`src/rtl/fetch_unit.sv`:
```
// Instruction fetch stage: owns the PC, fetches over a req/ack handshake and buffers up to
// two instructions for decode. Execute-stage redirects (branch or trap) flush the buffer.
module fetch_unit #(
  parameter logic [31:0] RESET_PC    = 32'h0000_3000,
  parameter logic [31:0] TRAP_VECTOR = 32'h0000_4180
) (
  input  logic        clk,
  input  logic        rst,
  output logic        imem_req,
  output logic [31:0] imem_addr,
  input  logic        imem_ack,
  input  logic [31:0] imem_data,
  output logic        inst_valid,
  input  logic        inst_ready,
  output logic [31:0] inst,
  output logic [31:0] inst_pc,
  output logic [31:0] inst_next_pc_with_delay,
  input  logic        br_enable,
  input  logic [31:0] br_target,
  input  logic [7:0]  exception,
  input  logic [31:0] exec_pc,
  output logic [31:0] epc,
  output logic [7:0]  cause,
  output logic        trap_taken
);

  typedef enum logic [1:0] {StIdle, StWait, StDrop} state_e;

  state_e      state_q;
  logic [31:0] pc_q;
  logic [31:0] addr_q;
  logic        req_q;
  logic [31:0] epc_q;
  logic [7:0]  cause_q;
  logic        trap_q;

  logic [31:0] buf_inst_q [2];
  logic [31:0] buf_pc_q   [2];
  logic        head_q;
  logic [1:0]  count_q;

  logic        trap;
  logic        redirect;
  logic [31:0] redirect_pc;
  logic        pop;
  logic        push;
  logic        tail;
  logic [1:0]  occ_after_pop;
  logic        can_issue;

  always_comb begin
    trap          = exception != 8'h00;
    redirect      = trap | br_enable;
    redirect_pc   = trap ? TRAP_VECTOR : br_target;
    pop           = inst_valid & inst_ready;
    // A late ack arriving in StDrop belongs to the abandoned path and is never pushed.
    push          = (state_q == StWait) & imem_ack & ~redirect;
    // Only one request can be outstanding, so a push always finds count_q <= 1.
    tail          = head_q ^ count_q[0];
    occ_after_pop = count_q - {1'b0, pop};
    can_issue     = (state_q == StIdle) & ~redirect & (occ_after_pop < 2'd2);
  end

  always_ff @(posedge clk) begin
    if (rst) begin
      state_q <= StIdle;
      pc_q    <= RESET_PC;
      addr_q  <= 32'h0;
      req_q   <= 1'b0;
      epc_q   <= 32'h0;
      cause_q <= 8'h00;
      trap_q  <= 1'b0;
    end else begin
      trap_q <= trap;
      if (trap) begin
        epc_q   <= exec_pc;
        cause_q <= exception;
      end
      unique case (state_q)
        StIdle: begin
          if (can_issue) begin
            req_q   <= 1'b1;
            addr_q  <= pc_q;
            state_q <= StWait;
          end
        end
        StWait: begin
          if (imem_ack) begin
            req_q   <= 1'b0;
            state_q <= StIdle;
            if (!redirect) pc_q <= pc_q + 32'd4;
          end else if (redirect) begin
            state_q <= StDrop;
          end
        end
        StDrop: begin
          if (imem_ack) begin
            req_q   <= 1'b0;
            state_q <= StIdle;
          end
        end
        default: begin
          req_q   <= 1'b0;
          state_q <= StIdle;
        end
      endcase
      // Redirect overrides any sequential PC advance above.
      if (redirect) pc_q <= redirect_pc;
    end
  end

  always_ff @(posedge clk) begin
    if (rst || redirect) begin
      head_q  <= 1'b0;
      count_q <= 2'd0;
    end else begin
      head_q  <= head_q ^ pop;
      count_q <= count_q + {1'b0, push} - {1'b0, pop};
    end
  end

  always_ff @(posedge clk) begin
    if (push) begin
      buf_inst_q[tail] <= imem_data;
      buf_pc_q[tail]   <= pc_q;
    end
  end

  always_comb begin
    imem_req   = req_q;
    imem_addr  = addr_q;
    epc        = epc_q;
    cause      = cause_q;
    trap_taken = trap_q;
    inst_valid = count_q != 2'd0;
    if (inst_valid) begin
      inst                    = buf_inst_q[head_q];
      inst_pc                 = buf_pc_q[head_q];
      inst_next_pc_with_delay = buf_pc_q[head_q] + 32'd8;
    end else begin
      inst                    = 32'h0;
      inst_pc                 = 32'h0;
      inst_next_pc_with_delay = 32'h0;
    end
  end

endmodule

```
`config.mk`:
```
export PLATFORM = sky130hd
export DESIGN_NAME = fetch_unit
export DESIGN_NICKNAME = d
export VERILOG_FILES = /design/src/rtl/fetch_unit.sv
export SDC_FILE = /design/constraint.sdc
export NUM_CORES = 1
export LEC_CHECK = 0
export ABC_AREA = 1
export BUFFER_PORTS_ARGS = -buffer_cell sky130_fd_sc_hd__buf_2
export CAP_MARGIN = 20
export CORE_ASPECT_RATIO = 1.4
export CORE_MARGIN = 2
export CORE_UTILIZATION = 40
export DETAILED_ROUTE_END_ITERATION = 8
export PLACE_DENSITY = 0.74
export SLEW_MARGIN = 20
export SYNTH_ARGS = -nofsm -noshare
export SYNTH_HDL_FRONTEND = slang
export SYNTH_SLANG_ARGS = --single-unit
```
`constraint.sdc`:
```
create_clock -name clk -period 4.7 [get_ports clk]
set_input_delay 0.47 -clock clk [delete_from_list [all_inputs] [get_ports clk]]
set_output_delay 0.47 -clock clk [all_outputs]
set_load 0.1 [all_outputs]
```
==> results of run 1 <==
==> cells in the final DEF, fill, tap and decap left out, types with 11 or more instances in the layout <==
cell type,instances
dfxtp_1,110
inv_1,137
nand2_2,15
o21ai_0,77
edfxtp_1,128
buf_2,279
nand2_1,368
nand4_1,11
a21oi_1,113
nor2_1,152
nand3_1,74
a22o_1,32
clkbuf_16,23
==> final timing paths <==
check,end,slack (ps),depth (start not counted)
worst min register to register,imem_addr[4],440,2
worst min-delay path,buf_inst_q[0][28],140,1
worst max register to register,count_q[1],1980,8
worst max-delay path,inst_next_pc_with_delay[23],620,11
==> state kept, by name (all words and copies together), names as in the netlist <==
signal      cells
buf_inst_q     64
buf_pc_q       64
cause           8
count_q         2
epc            32
head_q          1
imem_addr      32
imem_req        1
pc_q           32
state_q         2
trap_taken      1
==> critical path: stages, from the launching register on <==
cell and delay, ps:
dfxtp_2 730, buf_4 570, nand2_1 130, nand2_2 180
ha_1 230, nand2_2 110, nor2_4 140, nand4_1 160
nor2_1 160, nand3_1 90, nand2_1 100, buf_2 430
==> metrics by stage <==
step	cell area, sq um	worst slack, ps
floorplan	11200	335
global placement	12800	1180
detailed placement	12800	1150
CTS	13600	609
global route	13600	363
finish	13600	624
==> cells in the mapped netlist, types with 2 or more instances <==
cell      count
nand2_1     368
nor2_1      157
inv_1       137
edfxtp_1    128
a21oi_1     113
dfxtp_1     111
o21ai_0      77
nand3_1      74
a22o_1       32
clkbuf_1     28
buf_2        16
nand2_2      15
nand4_1      11
xor2_1        9
buf_6         8
ha_1          8
nor2_2        8
nor3_1        7
xnor2_1       7
buf_1         6
buf_4         5
o21ai_1       3
clkinv_1      2
inv_2         2
nand3b_1      2
o211ai_1      2
o21a_1        2
o21ai_2       2
or2_2         2
==> cell families after synthesis <==
kind of cell / count (synthesis)
AOI/OAI and AO/OA: 235
and+or+nand+nor: 650
DFF: 239
buffers and inverters: 205
xor gates and xnor gates: 16
adders and majority gates: 8
muxes: 1
==> cell type report <==
class / instances / area, sq um
multi-input combinational: 910 / 4280
antenna: 1 / 2.50
clock buffer: 28 / 604
clock inverter: 13 / 191
fill: 2696 / 13900
timing repair buffer: 289 / 1500
tap: 370 / 463
inverter: 141 / 529
sequential: 239 / 6070
==> power by group through the flow <==
stage                     Sequential [mW]  Clock, mW  Combinational [mW]
final                                2.24       1.93               0.354
after floorplan                      2.42          0               0.116
after CTS                            2.24       1.96               0.355
after detailed placement             2.29          0               0.355
after global placement               2.29          0               0.344
after global routing                 2.24       2.05               0.383
==> metal layers <==
layer	vias up	global-route usage, %	share of wire, %
li1	4928	-	-
met1	4428	23.4	41
met2	316	35.7	50
met3	49	2.96	5.8
met4	2	6.30	3.0
met5	-	0	0.044
==> impl_metrics.yaml, run 1 <==
die:
  die_area_sq_um: 29300
  io_pins: 280
  std_cell_rows: 72
  start_util_pct: 40.6
  die-height_microns: 202
  core-area_sq_um: 27600
  die_w_microns: 145
clock_network:
  cts_setup_buffers: 0
  cts_root_buf: "clkbuf_16"
  cts_sinks: 239
  cts_buffer_depth: 3
  htree_levels: 1
  clk_pin_slew_worst_paths_ps: 60
  clk_latency_ps: 520
  cts_tree: "built"
  ctsHoldBuffers: 0
  post_cts_resized: 0
  numCtsBuffers: 23
critical_path:
  worstSetupPathType: "reg2out"
  worstPathArrival_ps: 3610
  r2r-start: "count_q[1]"
  end_kind: "output port"
  critPathMaxFanout: 55
  startpoint: "head_q"
  critPathLaunchType: "flip-flop"
  crit_required_ps: 4230
logic_synthesis:
  synthXorXnorAreaFrac_pct: 1.25
  ys_top_cells_by_area: "edfxtp_1, dfxtp_1, nand2_1"
  synth_seq_cells: 239
  synth_compound_area_share_pct: 11.8
  synth_top_family_by_area: "simple AND/OR/NAND/NOR gates"
  postSynth.asyncResetShare_pct: 0
  synth_area_sq_um: 11200
  synthCells: 1354
  synth_top_area_share_pct: 34.4
  synth_simple_gate_area_share_pct: 23.9
  synthesis.nets: 1471
  yosysSeqAreaShare_pct: 54.2
  synth.largest_area_cell: "edfxtp_1"
  synth_fa_ha_area_share_pct: 0.895
  postSynthAreaPerCell_sq_um: 8.26
  yosysWarningCount: 0
  synth_flop_cell: "edfxtp_1"
  synthMuxAreaShare_pct: 0.0895
  ys_types: 41
  synth_edf_count: 128
global_route:
  gr-usage-all-layers_pct: 19.5
  antenna_found_initial: 3
  grt_overflow: 0
  grt_pass1_wl_mm: 46.8
  grt_pass1_vias: 9379
  grt_max_degree: 62
sta:
  finClkSkew_ps: 19.5
  setup_viol: 0
  holdWs_ps: 136
  rsz0062_at_grt: "no"
  worst_pin_slew_ps: 968
  drv_slew: 0
  max_freq_mhz: 245
  period_minus_slack_ps: 4080
  setup_tns_ps: 0
  max-slew-margin-rel_pct: 35.4
  fin_crit_sh_pct: 86.7
  final-hold-violation-count: 0
pwr:
  intPower_mw: 3.46
  power.total_mw: 4.53
  switching_power_mw: 1.06
  cellPowerDensity_nw_per_um2: 332
  leakagePower_nw: 5.86
  seq_power_share_pct: 49.5
  clkPwrFrac_pct: 42.6
  power_frac_comb_pct: 7.8
  peakVddDrop_mv: 0.328
  switching_share_pct: 23.4
route:
  vias: 9723
  drc: 0
  ant_nets: 0
  viasPerCell: 4.88
  wl_per_cell_microns: 14.9
  wirelength_mm: 29.8
  dr.pass1.iters: 5
  drt_iter0_drc: 524
run_status:
  status: "finished clean"
placed_design:
  dp_cells: 1949
  portBuffers: 279
  place_hpwl_mm: 21.8
  place_congestion: 0.937
final_layout:
  area_delta_synth_final_pct: 21.9
  num-nets-final: 1721
  final_cells: 1991
  final_util_pct: 49.5
  layout-drive-gt1-share_pct: 22.4
hold_path:
  hp-class: "in2reg"
  hp-start: "imem_data[28]"
job:
  max-cap-violations: 0
No activity file was read; power rests on OpenSTA's default activity.
==> run 2: changes to the inputs <==
--- a/config.mk
+++ b/config.mk
@@ -13,7 +13,6 @@
 export CORE_UTILIZATION = 40
 export DETAILED_ROUTE_END_ITERATION = 8
 export PLACE_DENSITY = 0.74
-export SLEW_MARGIN = 20
 export SYNTH_ARGS = -nofsm -noshare
 export SYNTH_HDL_FRONTEND = slang
 export SYNTH_SLANG_ARGS = --single-unit
==> constraint.sdc (replaced) <==
create_clock -name clk -period 4.1 [get_ports clk]
set_input_delay 0.41 -clock clk [delete_from_list [all_inputs] [get_ports clk]]
set_output_delay 0.41 -clock clk [all_outputs]
set_load 0.1 [all_outputs]
==> run 2 against run 1 <==
Sequential power is 15% higher. Critical path depth is the same. Clock-buffer cell count increased by 2. Die area unchanged. Register-to-register slack got worse by 390 ps. Combinational power up 15%. Core utilization increased by 0.27 points. Worst hold slack got worse by 83 ps. Critical path type unchanged. Critical endpoint unchanged.
==> impl_metrics.yaml, run 2 (same netlist as run 1, synthesis figures left out) <==
critical_path:
  worstPathArrival_ps: 3290
  crit_required_ps: 3690
  end_kind: "output port"
  worstSetupPathType: "reg2out"
  ff2ff_setup_slack_ps: 1590
  critPathLaunchType: "flip-flop"
  worst_r2r_endpoint: "buf_pc_q[1][20]"
  reg2reg_depth: 4
  critPathMaxFanout: 30
  r2r-start: "head_q"
route:
  viasPerCell: 4.96
  wl_per_cell_microns: 15.1
  drc: 0
  ant_nets: 0
  drt_iter0_drc: 612
  vias: 9897
  wirelength_mm: 30.1
  dr.pass1.iters: 7
run_status:
  status: "finished clean"
global_route:
  grt_pass1_vias: 9555
  antenna_found_initial: 0
  grt_use_met2_pct: 36.4
  use_met3_pct: 2.87
  grt_overflow: 0
  grt_busiest_layer: "met2"
  grtUsageMet1_pct: 23.5
  grt_max_degree: 61
  gr-usage-all-layers_pct: 19.9
  grt_pass1_wl_mm: 47.4
hold_path:
  whs_path_depth: 1
  whs_endpoint: "buf_inst_q[1][18]"
  hp-class: "in2reg"
  hp-start: "imem_data[18]"
placed_design:
  dp_slack_ps: 964
  portBuffers: 279
  place_congestion: 0.903
  dp_cells: 1953
  place_hpwl_mm: 21.9
final_layout:
  num-nets-final: 1726
  final_util_pct: 49.7
  area_delta_synth_final_pct: 22.6
  final_cell_mix: "nand2_1, buf_2, nor2_1, inv_1, edfxtp_1"
  layout-drive-gt1-share_pct: 22.6
  layout_commonest_cell: "nand2_1"
  antenna_cells: 0
  final_cells: 1997
  largestRegisters: "buf_inst_q x64, buf_pc_q x64"
sta:
  max_freq_mhz: 270
  setup_viol: 0
  setup_ws_ps: 397
  rsz0062_at_grt: "no"
  drv_slew: 0
  worst_pin_slew_ps: 955
  max-slew-margin-rel_pct: 36.3
  period_minus_slack_ps: 3700
  final-hold-violation-count: 0
  fin_crit_sh_pct: 90.3
  setup_tns_ps: 0
  finClkSkew_ps: 29.8
clock_network:
  cts_tree: "built"
  cts_root_buf: "clkbuf_16"
  cts_setup_buffers: 0
  htree_levels: 1
  cts_buffer_depth: 3
  clk_pin_slew_worst_paths_ps: 60
  post_cts_resized: 0
  clk_latency_ps: 550
  numCtsBuffers: 24
  ctsHoldBuffers: 0
  cts_sinks: 239
die:
  die_w_microns: 145
  std_cell_rows: 72
  io_pins: 280
  die_area_sq_um: 29300
  die-height_microns: 202
  core-area_sq_um: 27600
  start_util_pct: 40.6
job:
  max-cap-violations: 0
pwr:
  power.total_mw: 5.16
  cellPowerDensity_nw_per_um2: 376
  peakVddDrop_mv: 0.346
  leakagePower_nw: 5.91
## run 2: cell count changes in the layout (fill, tap and decap cells not counted), sizes merged
cell,previous run,this run
clkinv,5,10
buf,289,293
bufinv,4,2
clkbuf,28,30
clkinvlp,3,1
diode,1,0
## run 2: per-layer routing
metal	vias up	part of all wire (%)	wire length [microns]
li1	4938	-	-
met1	4545	40	12200
met2	352	50	15100
met3	62	6.0	1810
met4	0	3.4	1030
met5	-	0	0
## run 2: area by class of cell
type	count	area, sq um
clock buffer	30	644
tap	370	463
clock inverter	14	150
sequential	239	6070
inverter	141	529
timing repair buffer	293	1580
fill	2697	13900
multi-input combinational	910	4280
## run 2: through the flow
| step | area [sq um] | hold slack [ps] |
|---|---|---|
| 6_report | 13700 | 53.1 |
| 4_1_cts | 13700 | 22.8 |
| 3_3_place_gp | 12900 | 431 |
| 5_1_grt | 13700 | 29.6 |
| 2_1_floorplan | 11200 | 443 |
| 3_5_place_dp | 12900 | 433 |
## run 2: how the worst max path moves through the flow
stage	cells past startpoint	endpoint	slack (ps)	startpoint
6_report	11	inst_next_pc_with_delay[23]	400	head_q
2_1_floorplan	5	buf_inst_q[0][0]	-210	exception[5]
3_3_place_gp	11	inst_next_pc_with_delay[23]	990	head_q
4_1_cts	11	inst_next_pc_with_delay[23]	370	head_q
5_1_grt	11	inst_next_pc_with_delay[23]	120	head_q
3_5_place_dp	11	inst_next_pc_with_delay[23]	960	head_q
## run 2: worst max-delay path: stages (launching register included)
cell and delay (ps):
dfxtp_2 680, buf_4 390, nand2_1 110, nand2_1 140, ha_1 230, nand2_2 110, nor2_4 130, nand4_1 160
nor2_1 170, nand3_1 90, nand2_1 100, buf_2 430
## run 2: power breakdown
part           switching [mW]  internal, mW  leakage, nW
Sequential             0.0269          2.54         2.19
Combinational           0.293         0.113         3.33
Clock                   0.926          1.26        0.390
Total                    1.25          3.91         5.91
==> run 3: changes to the inputs <==
--- a/config.mk
+++ b/config.mk
@@ -12,7 +12,8 @@
 export CORE_MARGIN = 2
 export CORE_UTILIZATION = 40
 export DETAILED_ROUTE_END_ITERATION = 8
-export PLACE_DENSITY = 0.74
+export MAX_ROUTING_LAYER = met4
+export PLACE_DENSITY = 0.76
 export SYNTH_ARGS = -nofsm -noshare
 export SYNTH_HDL_FRONTEND = slang
 export SYNTH_SLANG_ARGS = --single-unit
==> constraint.sdc (replaced) <==
create_clock -name clk -period 3.33 [get_ports clk]
set_input_delay 0.333 -clock clk [delete_from_list [all_inputs] [get_ports clk]]
set_output_delay 0.333 -clock clk [all_outputs]
set_load 0.1 [all_outputs]
==> run 3 against run 2 <==
Combinational power grew 32%. Routed wire length grew 2.2%. Core utilization grew 2.7 points. Power grew 25%. Setup slack lost 130 ps. Critical path type unchanged. Critical endpoint unchanged. Largest cell class unchanged. Largest power group unchanged.
==> impl_metrics.yaml, run 3 (same netlist as run 1, synthesis figures left out) <==
run_status:
  status: "finished clean"
clock_network:
  cts_sinks: 239
  clk_latency_ps: 520
  cts_buffer_depth: 3
  cts_root_buf: "clkbuf_16"
  htree_levels: 1
  cts_tree: "built"
  clk_pin_slew_worst_paths_ps: 60
  numCtsBuffers: 24
sta:
  max-slew-margin-rel_pct: 32.8
  period_minus_slack_ps: 3060
  setup_tns_ps: 0
  final-hold-violation-count: 0
  fin_crit_sh_pct: 91.9
  max_freq_mhz: 327
  setup_viol: 0
  worst_pin_slew_ps: 1010
  drv_slew: 0
  finClkSkew_ps: 11.1
  rsz0062_at_grt: "no"
pwr:
  cellPowerDensity_nw_per_um2: 445
  peakVddDrop_mv: 0.386
  leakagePower_nw: 6.10
placed_design:
  place_congestion: 0.870
  place_hpwl_mm: 22.1
  portBuffers: 279
die:
  core-area_sq_um: 27600
  io_pins: 280
  die_area_sq_um: 29300
  die_w_microns: 145
  die-height_microns: 202
  start_util_pct: 40.6
  std_cell_rows: 72
critical_path:
  critPathLaunchType: "flip-flop"
  critPathMaxFanout: 48
  end_kind: "output port"
  worstSetupPathType: "reg2out"
  worstPathArrival_ps: 2730
  crit_required_ps: 3000
job:
  max-cap-violations: 0
hold_path:
  hp-class: "in2reg"
global_route:
  antenna_found_initial: 0
  grt_max_degree: 61
  gr-usage-all-layers_pct: 21.0
  grt_pass1_wl_mm: 49.1
  grt_overflow: 0
  grt_pass1_vias: 9796
final_layout:
  largestRegisters: "buf_inst_q x64, buf_pc_q x64"
  layout-drive-gt1-share_pct: 23.0
  layout_commonest_cell: "nand2_1"
  fill_cells: 2525
  num-nets-final: 1760
  final_cell_mix: "nand2_1, buf_2, nor2_1, inv_1, edfxtp_1"
  antenna_cells: 0
  area_delta_synth_final_pct: 29.1
  final_util_pct: 52.4
route:
  drt_iter0_drc: 633
  wl_per_cell_microns: 15.2
  wirelength_mm: 30.8
  viasPerCell: 4.97
  ant_nets: 0
  dr.pass1.iters: 7
  vias: 10100
  drc: 0
-- run 3: cell count changes in the layout (fill, tap and decap cells not counted), sizes merged --
cell         change
clkinvlp         +1
buf              +4
inv              -2
clkbuf           +4
dlygate4sd3     +30
clkinv           -3
-- run 3: cell type report --
cell class,count,area (sq um),share of cell area [%]
inverters,141,532,3.68
flip-flops and latches,239,6070,42.0
clock buffers,34,689,4.77
well taps,370,463,3.21
multi-input cells,910,4310,29.8
repair buffers,327,2260,15.6
clock inverters,10,120,0.832
-- run 3: metrics by stage --
stage	power (mW)	cell area (sq um)	setup slack [ps]	instances	hold WS, ps
after floorplan	3.58	11200	13.7	1354	432
after global placement	3.71	13300	754	1957	432
after detailed placement	3.73	13300	682	1957	433
after CTS	6.47	14400	112	2031	6.24
after global routing	6.63	14400	0.568	2031	0.246
final	6.43	14400	269	2031	19.9
-- run 3: path summary, 6_finish.rpt --
path	from	to	slack, ps	depth (start not counted)
max	head_q	inst_next_pc_with_delay[23]	270	11
min	imem_data[5]	buf_inst_q[1][5]	20	1
max reg2reg	head_q	buf_inst_q[0][18]	920	6
min reg2reg	imem_addr[4]	imem_addr[4]	440	2
-- run 3: worst max-delay path, cell delays in order, from the launching register on --
cell	delay, ps
dfxtp_2	370
buf_8	270
nand2_1	110
nand2_1	150
ha_1	240
nand2_2	120
nor2_4	140
nand4_1	160
nor2_1	200
nand3_1	100
nand2_1	150
buf_12	190
-- run 3: metal layers --
metal	up-vias	wire length [microns]	global-route usage, %
met2	350	15700	37.0
met4	0	932	7.21
met5	-	0	-
li1	5002	-	-
met1	4678	12700	25.0
met3	69	1490	2.19
-- run 3: report_power, final --
part           switching, mW  leakage (nW)  internal [mW]
sequential            0.0325          2.19           3.13
clock                   1.12         0.390           1.61
combinational          0.373          3.52          0.162
total                   1.52          6.10           4.90
-- run 3: repair_timing --
action	4_1_cts	5_1_grt
setup endpoints to repair	0	11
setup buffers	0	0
hold buffers	30	0
hold endpoints to repair	60	0
resized for setup	0	5
